### config.mk
export PLATFORM = sky130hd
export DESIGN_NAME = xbf_frame_rx
export DESIGN_NICKNAME = d
export VERILOG_FILES = /design/src/rtl/xbf_pkg.sv /design/src/rtl/xbf_frame_rx_hold.sv /design/src/rtl/xbf_frame_rx.sv
export SDC_FILE = /design/constraint.sdc
export NUM_CORES = 1
export LEC_CHECK = 0
export CAP_MARGIN = 20
export CORE_UTILIZATION = 45
export CTS_BUF_LIST = sky130_fd_sc_hd__clkbuf_8
export CTS_CLUSTER_DIAMETER = 50
export DETAILED_ROUTE_END_ITERATION = 16
export GPL_TIMING_DRIVEN = 0
export PLACE_DENSITY = 0.67
export SYNTH_ARGS = -nofsm -noshare
export SYNTH_HDL_FRONTEND = slang
export SYNTH_HIERARCHICAL = 1
export SYNTH_SLANG_ARGS = --single-unit
### constraint.sdc
create_clock -name clk -period 3.8 [get_ports clk]
set_input_delay 1.14 -clock clk [delete_from_list [all_inputs] [get_ports clk]]
set_output_delay 1.14 -clock clk [all_outputs]
set_load 0.01 [all_outputs]
### src/rtl/xbf_pkg.sv
// xbf_pkg: shared definitions for the XBF framed sample link receiver.
//   SYNC_WORD        frame start marker
//   BEAM_* / LEN_*   header field positions
//   xbf_state_t      receive parser states
package xbf_pkg;

    localparam logic [15:0] SYNC_WORD = 16'hA5C3;

    localparam int BEAM_MSB = 15;
    localparam int BEAM_LSB = 12;
    localparam int LEN_MSB  = 11;
    localparam int LEN_LSB  = 0;

    typedef enum logic [1:0] {
        HUNT = 2'd0,
        HDR  = 2'd1,
        PAY  = 2'd2,
        CHK  = 2'd3
    } xbf_state_t;

endpackage

### src/rtl/xbf_frame_rx_hold.sv
// xbf_hold_reg: single-entry output register with valid/ready handshake and
// last/err sideband.
//   clk, rst            clock, async active-high reset
//   ld                  load a new word (caller guarantees slot is free or draining)
//   ld_data/last/err    word and sideband to load
//   ready               downstream accept
//   valid/data/last/err registered output word
module xbf_hold_reg #(
    parameter int DW = 16
) (
    input  logic          clk,
    input  logic          rst,
    input  logic          ld,
    input  logic [DW-1:0] ld_data,
    input  logic          ld_last,
    input  logic          ld_err,
    input  logic          ready,
    output logic          valid,
    output logic [DW-1:0] data,
    output logic          last,
    output logic          err
);

    always_ff @(posedge clk or posedge rst) begin
        if (rst) begin
            valid <= 1'b0;
            data  <= '0;
            last  <= 1'b0;
            err   <= 1'b0;
        end else if (ld) begin
            valid <= 1'b1;
            data  <= ld_data;
            last  <= ld_last;
            err   <= ld_err;
        end else if (valid && ready) begin
            valid <= 1'b0;
        end
    end

endmodule

### src/rtl/xbf_frame_rx.sv
// xbf_frame_rx: receive side of the XBF framed sample link.
// Parses SYNC, header (beam/length), payload and XOR checksum from a 16-bit
// word stream and forwards the payload with last/err/beam sideband.
//   clk, rst                       clock, async active-high reset
//   s_data/s_valid/s_ready         input word stream
//   m_data/m_valid/m_ready         payload output stream
//   m_last, m_err, m_beam          sideband (m_err meaningful with m_last)
//   frame_ok, frame_err            one-cycle frame status pulses
//   err_cnt                        saturating count of frame_err pulses
//
// state | meaning
// HUNT  | discard words until SYNC_WORD
// HDR   | expect header; latch beam/length, seed checksum
// PAY   | payload words; newest one is held back, previous one released
// CHK   | checksum word; release held word as last with verdict
module xbf_frame_rx #(
    parameter int              DW        = 16,
    parameter logic [DW-1:0]   SYNC_WORD = DW'(xbf_pkg::SYNC_WORD),
    parameter int              MAX_LEN   = 1024,
    parameter int              TIMEOUT   = 255
) (
    input  logic          clk,
    input  logic          rst,
    input  logic [DW-1:0] s_data,
    input  logic          s_valid,
    output logic          s_ready,
    output logic [DW-1:0] m_data,
    output logic          m_valid,
    input  logic          m_ready,
    output logic          m_last,
    output logic [3:0]    m_beam,
    output logic          m_err,
    output logic          frame_ok,
    output logic          frame_err,
    output logic [15:0]   err_cnt
);
    import xbf_pkg::*;

    localparam int             LW        = LEN_MSB - LEN_LSB + 1;
    localparam int             TW        = $clog2(TIMEOUT + 1);
    localparam logic [LW:0]    MAX_LEN_C = MAX_LEN[LW:0];
    localparam logic [TW-1:0]  TMO_LOAD  = TW'(TIMEOUT - 1);

    xbf_state_t       state, state_nx;

    logic             acc, stall, tmo_fire, hdr_bad;
    logic [LW-1:0]    hdr_len;
    logic [3:0]       beam_q;
    logic [LW-1:0]    cnt_q;
    logic [DW-1:0]    chk_q, held_q;
    logic             held_v;
    logic [TW-1:0]    tmo_q;

    logic             ld, ld_last, ld_err, ok_set, err_set;

    // Output slot is free, or is being emptied this cycle.
    assign s_ready  = !m_valid || m_ready;
    assign acc      = s_valid && s_ready;
    assign stall    = m_valid && !m_ready;
    assign hdr_len  = s_data[LEN_MSB:LEN_LSB];
    assign hdr_bad  = (hdr_len == '0) || ({1'b0, hdr_len} > MAX_LEN_C);
    // Timer only runs down on idle cycles where the output is not stalled, so
    // a firing timeout always finds the output slot available.
    assign tmo_fire = (state != HUNT) && !acc && !stall && (tmo_q == '0);
    assign m_beam   = beam_q;

    always_comb begin
        state_nx = state;
        ld       = 1'b0;
        ld_last  = 1'b0;
        ld_err   = 1'b0;
        ok_set   = 1'b0;
        err_set  = 1'b0;
        case (state)
            HUNT: begin
                if (acc && s_data == SYNC_WORD) state_nx = HDR;
            end
            HDR: begin
                if (tmo_fire) begin
                    err_set  = 1'b1;
                    state_nx = HUNT;
                end else if (acc) begin
                    if (hdr_bad) begin
                        err_set  = 1'b1;
                        state_nx = HUNT;
                    end else begin
                        state_nx = PAY;
                    end
                end
            end
            PAY: begin
                if (tmo_fire) begin
                    ld       = held_v;
                    ld_last  = 1'b1;
                    ld_err   = 1'b1;
                    err_set  = 1'b1;
                    state_nx = HUNT;
                end else if (acc) begin
                    ld = held_v;
                    if (cnt_q == LW'(1)) state_nx = CHK;
                end
            end
            CHK: begin
                if (tmo_fire) begin
                    ld       = 1'b1;
                    ld_last  = 1'b1;
                    ld_err   = 1'b1;
                    err_set  = 1'b1;
                    state_nx = HUNT;
                end else if (acc) begin
                    ld       = 1'b1;
                    ld_last  = 1'b1;
                    ld_err   = (s_data != chk_q);
                    ok_set   = (s_data == chk_q);
                    err_set  = (s_data != chk_q);
                    state_nx = HUNT;
                end
            end
            default: state_nx = HUNT;
        endcase
    end

    always_ff @(posedge clk or posedge rst) begin
        if (rst) state <= HUNT;
        else     state <= state_nx;
    end

    always_ff @(posedge clk or posedge rst) begin
        if (rst) begin
            tmo_q     <= TMO_LOAD;
            beam_q    <= '0;
            cnt_q     <= '0;
            chk_q     <= '0;
            held_q    <= '0;
            held_v    <= 1'b0;
            frame_ok  <= 1'b0;
            frame_err <= 1'b0;
            err_cnt   <= '0;
        end else begin
            if (state == HUNT || acc)
                tmo_q <= TMO_LOAD;
            else if (!stall && tmo_q != '0)
                tmo_q <= tmo_q - 1'b1;

            if (state == HDR && acc) begin
                beam_q <= s_data[BEAM_MSB:BEAM_LSB];
                cnt_q  <= hdr_len;
                chk_q  <= s_data;
            end

            if (state == PAY && acc) begin
                chk_q  <= chk_q ^ s_data;
                held_q <= s_data;
                held_v <= 1'b1;
                cnt_q  <= cnt_q - 1'b1;
            end

            if (state != HUNT && state_nx == HUNT) held_v <= 1'b0;

            frame_ok  <= ok_set;
            frame_err <= err_set;
            if (err_set && err_cnt != 16'hFFFF) err_cnt <= err_cnt + 16'd1;
        end
    end

    xbf_hold_reg #(.DW(DW)) u_hold (
        .clk     (clk),
        .rst     (rst),
        .ld      (ld),
        .ld_data (held_q),
        .ld_last (ld_last),
        .ld_err  (ld_err),
        .ready   (m_ready),
        .valid   (m_valid),
        .data    (m_data),
        .last    (m_last),
        .err     (m_err)
    );

endmodule

==> results of run 1 <==
[routing by layer]
metal	vias up	track usage [%]	wire length, um
li1	1794	-	-
met5	-	0	0
met3	14	3.311	485
met2	99	34.42	5407
met1	1900	27.45	5043
met4	0	6.944	159
[final timing paths]
kind | endpoint | from
max | s_ready | m_ready
min | held_q[15] | held_q[15]
max reg2reg | u_hold/data[3] | u_hold/valid
min reg2reg | held_q[15] | held_q[15]
max in group asynchronous | u_hold/last | rst
min in group asynchronous | held_q[12] | rst
[critical path, cell delays in order]
cell and delay [ps]:
clkdlybuf4s50_1 460, nor2b_4 230, inv_2 120, clkdlybuf4s50_1 500
[stage by stage]
stage / area, um^2 / total power (uW) / instances / worst slack, ps / hold WS [ps]
finish: 5846 / 1902 / 677 / 204.4 / 478.4
global route: 5846 / 1960 / 677 / 138.4 / 505.2
CTS: 5846 / 1927 / 677 / 201.0 / 483.3
detailed placement: 5613 / 1138 / 662 / 206.5 / 459.7
global placement: 5583 / 1133 / 661 / -697.6 / 457.7
floorplan: 4882 / 1097 / 472 / 704.9 / 440.1
[layout by cell type (no fill, tap or decap), types with 6 or more instances in the layout]
cell type | synthesis | final
dfrtp_1 | 89 | 89
nand2_1 | 87 | 87
clkdlybuf4s50_1 | 0 | 53
nor2_1 | 31 | 31
xnor2_1 | 30 | 30
nand3_1 | 23 | 23
o21ai_0 | 17 | 17
a21oi_1 | 17 | 17
clkbuf_8 | 5 | 14
nand4_1 | 14 | 14
nor3_1 | 11 | 11
a311oi_1 | 11 | 11
mux2_4 | 10 | 10
and3_1 | 9 | 9
inv_1 | 10 | 9
mux2_2 | 9 | 9
dfstp_2 | 7 | 7
buf_2 | 6 | 6
o211ai_1 | 6 | 6
[cell families (layout without fill, tap and decap cells)]
family	count (synthesis)	count (layout)	share of synthesized area, %
xor+xnor	34	34	6.407
flops	96	96	49.39
mux	20	20	5.356
fa+ha+maj	5	5	1.281
simple gates	207	207	21.91
compound gates	72	72	10.23
buf+inv	38	107	5.433
[power breakdown]
group / leakage [uW] / switching (uW) / total, uW / internal [uW]
registers: 0.00131 / 0.551 / 1020 / 1020
clock network: 0.000119 / 354 / 786 / 432
logic: 0.00119 / 57.5 / 93.8 / 36.4
total: 0.00262 / 412 / 1900 / 1490
[flip-flops by register name, summed over array words and instances (netlist names)]
| register | count |
|---|---|
| u_hold/data | 16 |
| tmo_q | 8 |
| u_hold/valid | 1 |
| u_hold/last | 1 |
| cnt_q | 12 |
| state | 2 |
| frame_ok | 1 |
| chk_q | 16 |
| m_beam | 4 |
| frame_err | 1 |
| u_hold/err | 1 |
| held_v | 1 |
| held_q | 16 |
| err_cnt | 16 |
[cell type report]
class	count	area share, %
flip-flops and latches	96	41.25
multi-input cells	338	37.74
repair buffers	54	9.546
plain buffers	27	3.831
well taps	136	2.911
clock buffers	9	2.119
clock inverters	6	1.862
inverters	11	0.7491
==> results.json, run 1 <==
{
  "grt_use_total_pct": 20.69,
  "status": "finished, final reports clean",
  "cts_resized": 0,
  "via_per_inst": 5.623,
  "totalWireLength_um": 11100,
  "power-per-cell-area_nw_per_um2": 325.4,
  "grt_pass1_vias": 3735,
  "worstMarginPinSlew_ps": 737.1,
  "core_um2": 10420,
  "synth_edf_count": 0,
  "design.die.area_um2": 11270,
  "seqCellArea_um2": 2411,
  "reg2regPathDepth": 8,
  "grt_pass1_wl_um": 18490,
  "die_y_um": 106.2,
  "synth_top_cell_area_share_pct": 45.62,
  "path_clk_slew_ps": 90,
  "num_vias": 3807,
  "cts_buffer_depth": 2,
  "overflow": 0,
  "grt_max_degree": 56,
  "ys_seq_area_share_pct": 49.38,
  "clock-sinks": 96,
  "endpoint_kind": "primary output",
  "synthDistinctLibCells": 64,
  "drtAntennaViolNets": 0,
  "drt-initial-drc-count": 177,
  "finalCritPeriodShare_pct": 94.62,
  "cp-start-kind": "input port",
  "netlist_instances": 472,
  "synth.most_common_cell": "dfrtp_1",
  "crit_type": "in -> out",
  "root_buffer": "clkbuf_8",
  "syn_avg_cell_area_um2": 10.34,
  "die_x_um": 106.2,
  "numCtsBuffers": 9,
  "ir_drop_mv": 0.2173,
  "synth_nets": 497,
  "final_core_util_pct": 56.12,
  "leakage_uw": 0.002621,
  "htree_levels": 3,
  "yosys-top-cells-area": "dfrtp_1, nand2_1, xnor2_1, dfstp_2, mux2_4",
  "max_freq_mhz": 278.1,
  "finalSetupViolations": 0,
  "hold_path_class": "reg -> reg",
  "nNetsFinal": 562,
  "rows": 37,
  "hold_violations": 0,
  "first_pass_iters": 4,
  "wl_per_cell_um": 16.39,
  "fin_crit_ps": 3596,
  "synth_common_cells": "dfrtp_1, nand2_1, nor2_1, xnor2_1, nand3_1",
  "grt_setup_unrepaired": "false",
  "async_reset_ff_share_pct": 100.0,
  "area_delta_synth_final_pct": 19.73,
  "initial_core_util_pct": 46.87,
  "drive_gt1_share_pct": 16.45,
  "worstHoldPathCells": 2,
  "drc": 0,
  "required_ps": 2660,
  "top_level_ports": 62,
  "clk_latency_ps": 370,
  "yosysWarnings": 6,
  "antenna_found_initial": 0,
  "finalClockSkew_ps": 11.92,
  "maxCapViolations": 0,
  "n_fill_cell": 937,
  "slew_viol_final": 0,
  "synth_seq_cells": 96,
  "r2r_slack_ps": 1540,
  "cts_tree": "yes",
  "ctsHoldBuffers": 0,
  "slew_headroom_pct": 50.80,
  "num_antenna_cells": 0,
  "post-dp-hpwl_um": 7994,
  "crit_arrival_ps": 2460,
  "ys.flop_type": "dfrtp_1",
  "fin_setup_tns_ps": 0,
  "port-buffer-count": 53,
  "cts_setup_buffers": 0,
  "synth.largest_area_cell": "dfrtp_1",
  "syn_area_um2": 4882,
  "multi_input_area_um2": 2206,
  "critPathMaxFanout": 8,
  "gp_congestion": 0.8483
}
Power figures use the tool's default switching activity.
==> run 2: changes to the inputs <==
--- a/config.mk
+++ b/config.mk
@@ -10,8 +10,8 @@
 export CTS_BUF_LIST = sky130_fd_sc_hd__clkbuf_8
 export CTS_CLUSTER_DIAMETER = 50
 export DETAILED_ROUTE_END_ITERATION = 16
+export DONT_BUFFER_PORTS = 1
 export GPL_TIMING_DRIVEN = 0
-export PLACE_DENSITY = 0.67
 export SYNTH_ARGS = -nofsm -noshare
 export SYNTH_HDL_FRONTEND = slang
 export SYNTH_HIERARCHICAL = 1
==> results.json, run 2 (synthesis gave the netlist of run 1 again) <==
{
  "pwr-share-comb_pct": 4.0,
  "endpoint_kind": "flop",
  "max_stage_delay_ps": 370,
  "dp_cells": 609,
  "hold_path_end": "held_q[15]",
  "power_frac_clock_pct": 40.1,
  "finalClockSkew_ps": 19.83,
  "drt-initial-drc-count": 195,
  "grt_pass1_wl_um": 18510,
  "hold_path_class": "reg -> reg",
  "core_um2": 10420,
  "status": "finished, final reports clean",
  "root_buffer": "clkbuf_8",
  "cp-start-kind": "input port",
  "pwr-share-seq_pct": 55.8,
  "hold_start": "held_q[15]",
  "worstHoldPathCells": 2,
  "design.die.area_um2": 11270,
  "slew_viol_final": 0,
  "r2r_slack_ps": 1410,
  "initial_core_util_pct": 46.87,
  "antenna_found_initial": 0,
  "cts_tree": "yes",
  "reg2regPathDepth": 8,
  "max_freq_mhz": 377.3,
  "seqCellArea_um2": 2411,
  "worstReg2RegEnd": "u_hold/data[4]",
  "via_per_inst": 5.696,
  "numCtsBuffers": 9,
  "cts_buffer_depth": 2,
  "maxCapViolations": 0,
  "num_vias": 3560,
  "rows": 37,
  "hold_violations": 0,
  "drc": 0,
  "finalSetupViolations": 0,
  "leakage_uw": 0.002427,
  "mostFrequentLayoutCell": "dfrtp_1",
  "nNetsFinal": 509,
  "final_cells": 625,
  "clock-sinks": 96,
  "path_buf_inv": 3,
  "power-per-cell-area_nw_per_um2": 345.2,
  "crit_type": "in -> reg",
  "htree_levels": 3,
  "multi_input_area_um2": 2206,
  "totalWireLength_um": 11070,
  "cts_resized": 0,
  "grt_use_total_pct": 21.11,
  "critPathTopFamily": "compound AO/OA/AOI/OAI gates",
  "top_level_ports": 62,
  "die_x_um": 106.2,
  "overflow": 0,
  "n_fill_cell": 956,
  "crit_chain": "nor2b_4 -> inv_2 -> a21oi_2 -> nand3_2 -> a21oi_1 -> buf_6 -> buf_12 -> mux2_4",
  "internal_power_uw": 1374,
  "timing.rr.start": "u_hold/valid",
  "ctsHoldBuffers": 0,
  "post-dp-hpwl_um": 7999,
  "netSwitchingFraction_pct": 24.93,
  "grt_pass1_vias": 3619,
  "drtAntennaViolNets": 0,
  "ir_drop_mv": 0.1634,
  "required_ps": 4060,
  "path_clk_slew_ps": 120,
  "finalCritPeriodShare_pct": 69.74,
  "num_antenna_cells": 0,
  "critPathMaxFanout": 10,
  "final_cell_mix": "dfrtp_1, nand2_1, nor2_1, xnor2_1, nand3_1",
  "holdWs_ps": 482.3,
  "critical_path.slowest_cell": "a21oi_2",
  "final_core_util_pct": 50.92,
  "fin_crit_ps": 2650,
  "crit_arrival_ps": 2910,
  "p_sw_uw": 456.3,
  "crit_path_start": "m_ready",
  "worstMarginPinSlew_ps": 740.8,
  "die_y_um": 106.2,
  "clk_latency_ps": 380,
  "gp_congestion": 0.8116,
  "port-buffer-count": 0,
  "cts_setup_buffers": 0,
  "slew_headroom_pct": 50.43,
  "grt_setup_unrepaired": "false",
  "grt_max_degree": 50,
  "drive_gt1_share_pct": 18.40,
  "wl_per_cell_um": 17.71,
  "first_pass_iters": 4,
  "area_delta_synth_final_pct": 8.637,
  "finalPower_uw": 1831
}
[run 2: how the worst max path moves through the flow]
stage	to	slack, ps	cells after the start
global route	err_cnt[1]	1010	7
CTS	u_hold/data[4]	1140	8
detailed placement	u_hold/data[4]	740	8
finish	u_hold/data[4]	1150	8
floorplan	chk_q[0]	700	1
global placement	err_cnt[4]	-220	1
[run 2: power by group through the flow]
| stage | Combinational (uW) | Clock (uW) | Sequential (uW) |
|---|---|---|---|
| floorplan | 54.6 | 0 | 1040 |
| global placement | 71.3 | 0 | 1040 |
| detailed placement | 76.0 | 0 | 1040 |
| CTS | 76.3 | 758 | 1020 |
| global route | 82.9 | 794 | 1020 |
| finish | 73.5 | 735 | 1020 |
[run 2: routing by layer]
metal / up-vias / track usage, % / part of all wire [%]
met2: 87 / 34.69 / 48
met3: 18 / 4.537 / 5.1
met1: 1768 / 27.38 / 45
li1: 1687 / - / -
met4: 0 / 7.540 / 1.6
met5: - / 0 / 0
[run 2: layout make-up]
type	instances	area share, %
plain buffers	27	4.223
clock buffers	9	2.335
clock inverters	7	1.840
inverters	11	0.8257
multi-input cells	338	41.59
flip-flops and latches	96	45.46
well taps	136	3.208
repair buffers	1	0.5190
[run 2: tightest hold or removal path: stages (launching register included)]
cell     delay (ps)
dfrtp_1         360
nand2_1          50
nand2_1          50
[run 2: through the flow]
step                      TNS [ps]  instance area [um^2]  setup WS, ps
after floorplan                  0                  4882         704.9
after global placement      -14780                  5052        -216.3
after detailed placement         0                  5082         742.3
after CTS                        0                  5304          1139
after global routing             0                  5304          1009
final                            0                  5304          1150
==> RTL edit, RTL diff (flow settings as in run 2) <==
Encoding of `xbf_state_t`: now one-hot (4 bits for 4 states).
--- a/src/rtl/xbf_pkg.sv
+++ b/src/rtl/xbf_pkg.sv
@@ -11,11 +11,11 @@
     localparam int LEN_MSB  = 11;
     localparam int LEN_LSB  = 0;
 
-    typedef enum logic [1:0] {
-        HUNT = 2'd0,
-        HDR  = 2'd1,
-        PAY  = 2'd2,
-        CHK  = 2'd3
+    typedef enum logic [3:0] {
+        HUNT = 4'b0001,
+        HDR  = 4'b0010,
+        PAY  = 4'b0100,
+        CHK  = 4'b1000
     } xbf_state_t;
 
 endpackage
Behaviour: same outputs for any inputs over 4 cycles, from zero or initial values and one cycle with rst high; so few cycles prove little.
==> RTL edit against run 2 <==
Total power is 4.3% higher. Final cell count grew 2.9%. Maximum frequency down 14%. Sequential cell count up 2. First-iteration DRC count up 61%. Setup slack got worse by 0.44 ns. Die area fell by 0.45%. Wire length is 1.2% higher. Non-clock buffer count decreased by 3. Synthesized area fell by 0.46%. Sequential share of layout area grew 1.2 points. Design area fell by 0.42%.
==> RTL edit: results (changes against run 2) <==
[status]
outcome=finished, final reports clean  ; unchanged

[timing]
hold-worst-slack_ns=0.484  ; was 0.482 ns
skew_ns=0.0139  ; was 0.0198 ns
fin_ws_ns=0.706  ; was 1.15 ns
worst_slew_pin_slew_ns=0.785  ; was 0.741 ns

[grt]
grt_pass1_wl_um=18700  ; was 18500 um
grt.total_usage_pct=21.3  ; was 21.1%
grt.met1_usage_pct=27.8  ; was 27.4%
grt_max_degree=57  ; was 50
grtUsageMet3_pct=4.97  ; was 4.54%
gr-usage-met2_pct=34.5  ; was 34.7%

[final_layout]
multi_input_cells=353  ; was 338
clk_share_pct=4.10  ; was 4.18%
drive_gt1_share_pct=13.8  ; was 18.4%
num-nonclk-buffers=25  ; was 28
final_cells=643  ; was 625
nets=527  ; was 509
buf_share_pct=2.94  ; was 4.74%
fillers=955  ; was 956
multi_input_area_um2=2220  ; was 2210 um^2
synthToLayoutAreaGrowth_pct=8.68  ; was 8.64%
n_all_inverters=15  ; was 11
seq_share_pct=46.6  ; was 45.5%

[setup_path]
cp_top_family=simple AND/OR/NAND/NOR gates  ; was compound AO/OA/AOI/OAI gates
reg2reg_slack_ns=0.93  ; was 1.41 ns
reg2reg_from=tmo_q[3]$_DFFE_PP1P_  ; was u_hold/valid$_DFFE_PP0P_
arrival_ns=3.34  ; was 2.91 ns
crit_fanout=7  ; was 10

[synth]
synth.distinct_cells=56  ; was 64
yosys-top-cells-area=dfrtp_1 (46%), xor2_1 (5.8%), nand2_1 (5.6%), dfstp_2 (4.3%), a21oi_1 (4.0%)  ; was dfrtp_1 (46%), nand2_1 (6.7%), xnor2_1 (5.4%), dfstp_2 (3.8%), mux2_4 (3.1%)
yosys-top-cells-count=dfrtp_1 (90), nand2_1 (73), nor2_1 (44)  ; was dfrtp_1 (89), nand2_1 (87), nor2_1 (31)
avgSynthCellArea_um2=9.94  ; was 10.3 um^2
synth-seq-area-share_pct=50.7  ; was 49.4%

[hold_path]
worstHoldStart=held_q[9]$_DFFE_PP0P_  ; was held_q[15]$_DFFE_PP0P_
min_to=held_q[9]$_DFFE_PP0P_  ; was held_q[15]$_DFFE_PP0P_

[drt]
vias=3670  ; was 3560
routedWlPerCell_um=17.4  ; was 17.7 um
wl_met1_um=5000  ; was 4980 um
drt-initial-drc-count=314  ; was 195
wl_met3_um=647  ; was 559 um

[cts]
clk_pin_slew_ns=0.09  ; was 0.12 ns
clock_latency_ns=0.36  ; was 0.38 ns

[power]
ir_drop_v=0.000240  ; was 0.000163 V

[placement]
routabilityCongestion=0.848  ; was 0.812

==> RTL edit: cell count changes in the layout (fill, tap and decap cells not counted), moves of 6 or more <==
cell	run 2	this run
a21oi_1	17	39
nand4_1	14	6
xnor2_1	30	6
clkbuf_1	4	16
nand2_1	87	73
and3_1	9	3
nor2_1	31	44
inv_1	9	15
xor2_1	2	32
nand3_1	23	17
==> RTL edit: kinds of logic (layout without fill, tap and decap cells) <==
group	after synthesis	count (layout)	share of synthesized area [%]
AOI/OAI and AO/OA	88	88	11.2
xor gates and xnor gates	38	38	6.85
adders and majority gates	5	5	1.29
buffers and inverters	38	56	3.68
DFF	98	98	50.7
muxes	24	24	6.23
and+or+nand+nor	198	198	20.1
==> RTL edit: where the power goes <==
part	total (mW)	switching [mW]	internal (mW)
Clock	0.748	0.378	0.370
Sequential	1.07	0.0140	1.06
Combinational	0.0867	0.0584	0.0283
==> RTL edit: tightest hold or removal path: stages (launching register included) <==
cell	delay [ns]
dfrtp_1	0.35
nand2_1	0.05
nand2_1	0.06
